## src/rtl/full_adder_pkg.sv

```systemverilog
// Shared constants and the arithmetic reference for the full_adder block.
package full_adder_pkg;

  localparam int FA_MAX_WIDTH = 64;

  // Exact unsigned sum x + y + c_in, one bit wider than the operands.
  function automatic logic [FA_MAX_WIDTH:0] fa_ref(
    input logic [FA_MAX_WIDTH-1:0] x,
    input logic [FA_MAX_WIDTH-1:0] y,
    input logic                    c_in
  );
    return {1'b0, x} + {1'b0, y} + {{FA_MAX_WIDTH{1'b0}}, c_in};
  endfunction

endpackage

```

## src/rtl/full_adder_cell.sv

```systemverilog
// Combinational 1-bit full-adder cell; the leaf of the ripple-carry chain.
module full_adder_cell (
  input  logic a,
  input  logic b,
  input  logic ci,
  output logic sum,
  output logic co
);

  assign sum = a ^ b ^ ci;
  assign co  = (a & b) | (ci & (a ^ b));

endmodule

```

## src/rtl/full_adder.sv

```systemverilog
// Registered ripple-carry adder: {c_out, s} = x + y + c_in with one cycle of
// latency and a valid flag. Optional macro FULL_ADDER_OVF_EN adds a registered
// two's-complement overflow output ovf.
module full_adder
  import full_adder_pkg::*;
#(
  parameter int WIDTH = 1
) (
  input  logic             clk,
  input  logic             rst_n,
  input  logic             in_valid,
  input  logic [WIDTH-1:0] x,
  input  logic [WIDTH-1:0] y,
  input  logic             c_in,
  output logic             out_valid,
  output logic [WIDTH-1:0] s,
  output logic             c_out
`ifdef FULL_ADDER_OVF_EN
  ,
  output logic             ovf
`endif
);

  if (WIDTH < 1 || WIDTH > FA_MAX_WIDTH) begin : g_bad_width
    $error("full_adder: WIDTH out of range 1..%0d", FA_MAX_WIDTH);
  end

  // ---- stage p0: combinational carry chain from the input ports ----
  logic [WIDTH:0]   carry_p0;
  logic [WIDTH-1:0] sum_p0;

  assign carry_p0[0] = c_in;

  for (genvar i = 0; i < WIDTH; i++) begin : g_cell
    full_adder_cell u_cell (
      .a   (x[i]),
      .b   (y[i]),
      .ci  (carry_p0[i]),
      .sum (sum_p0[i]),
      .co  (carry_p0[i+1])
    );
  end

  // ---- stage p1: output registers ----

  // Valid flag follows in_valid by one cycle; a reset discards anything in flight.
  always_ff @(posedge clk or negedge rst_n) begin
    if (!rst_n) out_valid <= 1'b0;
    else        out_valid <= in_valid;
  end

  // Result registers load only on a valid input, so idle inputs cannot disturb them.
  always_ff @(posedge clk or negedge rst_n) begin
    if (!rst_n) begin
      s     <= '0;
      c_out <= 1'b0;
    end else if (in_valid) begin
      s     <= sum_p0;
      c_out <= carry_p0[WIDTH];
    end
  end

`ifdef FULL_ADDER_OVF_EN
  // Signed overflow: carry into the sign bit differs from carry out of it.
  always_ff @(posedge clk or negedge rst_n) begin
    if (!rst_n)        ovf <= 1'b0;
    else if (in_valid) ovf <= carry_p0[WIDTH] ^ carry_p0[WIDTH-1];
  end
`endif

endmodule

```

## config.mk

```make
export PLATFORM = sky130hd
export DESIGN_NAME = full_adder
export DESIGN_NICKNAME = d
export VERILOG_FILES = /design/src/rtl/full_adder_pkg.sv /design/src/rtl/full_adder_cell.sv /design/src/rtl/full_adder.sv
export SDC_FILE = /design/constraint.sdc
export NUM_CORES = 1
export LEC_CHECK = 0
export CORE_AREA = 2 2 39 41
export CTS_BUF_LIST = sky130_fd_sc_hd__clkbuf_4 sky130_fd_sc_hd__clkbuf_8
export DETAILED_ROUTE_END_ITERATION = 12
export DIE_AREA = 0 0 41 43
export PLACE_DENSITY = 0.38
export RECOVER_POWER = 25
export REMOVE_ABC_BUFFERS = 1
export SKIP_CTS_REPAIR_TIMING = 1
export SLEW_MARGIN = 20
export SYNTH_ARGS = -nofsm -noshare
export SYNTH_HDL_FRONTEND = slang
export SYNTH_SLANG_ARGS = --single-unit
```

## constraint.sdc

```tcl
create_clock -name clk -period 1.9 [get_ports clk]
set_input_delay 0.38 -clock clk [delete_from_list [all_inputs] [get_ports clk]]
set_output_delay 0.38 -clock clk [all_outputs]
set_load 0.05 [all_outputs]
```

* After elaboration in Yosys (flattened, before gate mapping)
Cells that the tools add are included. W data, S select, Z words.
Cells by class: bitwise operators 5
Operators with widths (count):
- $and A1 B1 Y1 | 2
- $xor A1 B1 Y1 | 2
- $or A1 B1 Y1 | 1
Storage, ports and cells: register bits after elaboration 3, input bits 6, output and inout port bits 3, word-level logic and storage cells 8

* Depth between registers and ports, before layout
Gate-level depths: netlist (run 1).
depth in word-level cells 3, mapped depth 2, mapped depth without buffers 2

* Hierarchy
From an unflattened synthesis (run 1), not the netlist that was laid out.
Second synthesis, totals: cell total of the unflattened synthesis 6, area, all modules 117.6 um^2
By module, submodules not included:
- full_adder | instances 1, cells each 5, area an instance 97.6 um^2, sequential area each 75.1 um^2
- full_adder_cell | instances 1, cells each 1, area an instance 20.0 um^2, sequential area each 0.0 um^2

* Least setup slack after synthesis (run 1)
No wires, ideal clock.
path type input to register, start input port y, end register s, setup time 0.125 ns, arrival time 1.081 ns, data required time 1.775 ns, path slack 0.694 ns, stages 2, path buffers 0, cell sequence fa_1 mux2_2
Between the ends: longest elaborated chain between the ends 2
RTL lines:
- start: declaration | RTL line full_adder.sv:13 | input logic [WIDTH-1:0] y,
- $xor A1 B1 Y1 (2 in a row) | RTL line full_adder_cell.sv:10 | assign sum = a ^ b ^ ci;
- end signal: assignment | RTL line full_adder.sv:58 | s <= sum_p0;
- end: declaration | RTL line full_adder.sv:16 | output logic [WIDTH-1:0] s,
Every way passes these cells. A chain may end at the register's enable or synchronous reset.

* Worst setup path after layout (run 1)
start register s, end output port s
No word-level cell between the ends.

==> summary.md, run 1 <==
| Metric | Value |
|---|---|
| Max-cap violations | 0 |
| Synth unique cells | 3 |
| GR Overflow Total | 0 |
| Ys Warns | 0 |
| Outcome | finished, final reports clean |
| Startpoint types | flip-flop |
| CP Buf/Inv Count | 1 |
| GRT Total Usage | 4.74% |
| Chip width | 41 um |
| Rel. slew slack | 67.0% |
| Reg area | 75.1 um^2 |
| DP Area | 218 um^2 |
| Root Driver | clkbuf_4 |
| NumNets Final | 26 |
| Wirelength per Cell | 7.76 um |
| Synth top area cells | dfrtp_1, mux2_2, fa_1 |
| Fin Setup TNS | 0 ns |
| Max Freq | 568 MHz |
| Skew final | 0 ns |
| Drt initial violations | 2 |
| Kind of critical path | reg -> out |
| Max incr delay on CP | 0.80 ns |
| Least-Margin Pin Slew | 0.494 ns |
| DR vias | 96 |
| Maximum fanout along the worst path | 2 |
| Min Hold Slack | 0.396 ns |
| Critical path's top delay family | buffers and inverters |
| RePlAce Congestion | 0.566 |
| Multi-input gate area | 42.5 um^2 |
| CTS sink cnt | 3 |
| Drt drc | 0 |
| Crit path cell chain | clkdlybuf4s50_1 |
| Min cycle time layout | 1.76 ns |
| Final wirelength | 264 um |
| Die area | 0.00176 mm^2 |
| Final Hold Violating Endpoints | 0 |
| Antenna Nets Post-Route | 0 |
| Clock latency on the worst-skew pair | 0.23 ns |
| RSZ-0062 raised after global routing | no |
| #FFs+latches synth | 3 |
| First-pass iteration count of the detailed router | 2 |
| Largest net degree at the start of global routing | 4 |
| Num rows | 14 |
| Vias per Instance | 2.82 |
| Share of cells above drive strength 1 | 33.3% |
| Core ar. | 0.00138 mm^2 |
| VDD IR-drop max | 0.274 mV |
| Avg Cell Area, Syn | 19.6 um^2 |
| Num CTS Buffers | 3 |
| Yosys top cell by area | dfrtp_1 |
| Global-route wire length before repair | 455 um |
| CP max stage cell | clkdlybuf4s50_1 |
| Initial antenna violation count | 0 |
| Initial Util | 8.50% |
| CTS Buffer Depth | 2 |
| CTS tree | yes |
| Via count of the first global-routing pass | 115 |
| Ports | 9 |
| Power density cells | 1100 mW/mm^2 |
| Fin util | 17.9% |
| Leak | 0.100 nW |
| Gate count after technology mapping | 6 |
| Crit path DAT | 1.38 ns |
| Min-Delay Path Class | in -> async |
| Port bufs | 8 |
| Post-synthesis instance area | 118 um^2 |
| Seq/Total Area, Yosys | 63.8% |
| Max H-tree Level | 1 |
| Crit end category | output port |
| Max-slew violations | 0 |
| Filler instances | 153 |
| Tcrit/Tclk final | 92.7% |
| Critical path required time | 1.52 ns |
| Layout overhead on the synthesized area | 111% |
| Final setup viols | 0 |
| Die height | 43 um |
| Post-synth top area share | 63.8% |
| Final instance area | 248 um^2 |
| N_diodes | 0 |
| Clock transition at path regs | 0.04 ns |
-- sequential cells by signal, summed over array words and instances (netlist names) --
name       flops
s              1
out_valid      1
c_out          1
-- worst paths after layout --
check / cells past startpoint / start / slack (ns) / endpoint
max in group asynchronous: 1 / rst_n / 1.36 / c_out
setup reg to reg: 1 / s / 1.14 / s
setup / recovery: 1 / s / 0.14 / s
min in group clk: 1 / c_out / 0.51 / c_out
hold reg to reg: 1 / c_out / 0.51 / c_out
hold / removal: 1 / rst_n / 0.40 / s
-- stage by stage --
step	cells	total power, mW	setup WS [ns]
finish	34	0.272	0.139
global route	34	0.288	0.0789
CTS	34	0.278	0.119
detailed placement	30	0.147	0.197
global placement	30	0.144	0.241
floorplan	6	0.114	0.694
-- synth_stat cells, drive strengths merged --
cell   count
dfrtp      3
mux2       2
fa         1
-- per-layer routing --
| layer | global-route usage, % | wire, um | up-vias | part of all wire (%) |
|---|---|---|---|---|
| met5 | 0 | 0 | - | 0 |
| met4 | 8.00 | 14 | 0 | 5.3 |
| met3 | 3.14 | 55 | 2 | 21 |
| li1 | - | - | 43 | - |
| met2 | 4.69 | 88 | 11 | 33 |
| met1 | 4.58 | 105 | 40 | 40 |
-- cell type report --
type | count | area share (%)
clock buffers | 4 | 12.1
repair buffers | 8 | 32.3
flip-flops and latches | 3 | 30.3
multi-input cells | 3 | 17.2
well taps | 16 | 8.08
-- where the power goes --
| group | total, mW | leakage (nW) | internal [mW] | switching [mW] |
|---|---|---|---|---|
| combinational | 0.0683 | 0.0467 | 0.0292 | 0.0391 |
| clock | 0.127 | 0.0184 | 0.0930 | 0.0339 |
| sequential | 0.0764 | 0.0350 | 0.0723 | 0.00413 |
-- cells by family after synthesis --
logic type	count (synthesis)	share of synthesized area, %
fa+ha+maj	1	17.0
flops	3	63.8
mux	2	19.1
-- placed cells by master, fill, tap and decap left out --
cell             count
clkdlybuf4s50_1      7
clkbuf_4             4
dfrtp_1              3
mux2_2               2
fa_1                 1
dlygate4sd3_1        1
Power figures use the tool's default switching activity.
==> run 2, diff against run 1 <==
--- a/config.mk
+++ b/config.mk
@@ -5,6 +5,7 @@
 export SDC_FILE = /design/constraint.sdc
 export NUM_CORES = 1
 export LEC_CHECK = 0
+export CAP_MARGIN = 20
 export CORE_AREA = 2 2 39 41
 export CTS_BUF_LIST = sky130_fd_sc_hd__clkbuf_4 sky130_fd_sc_hd__clkbuf_8
 export DETAILED_ROUTE_END_ITERATION = 12
==> results of run 2 <==
No change in the layout: final DEF, timing and power equal those of run 1.
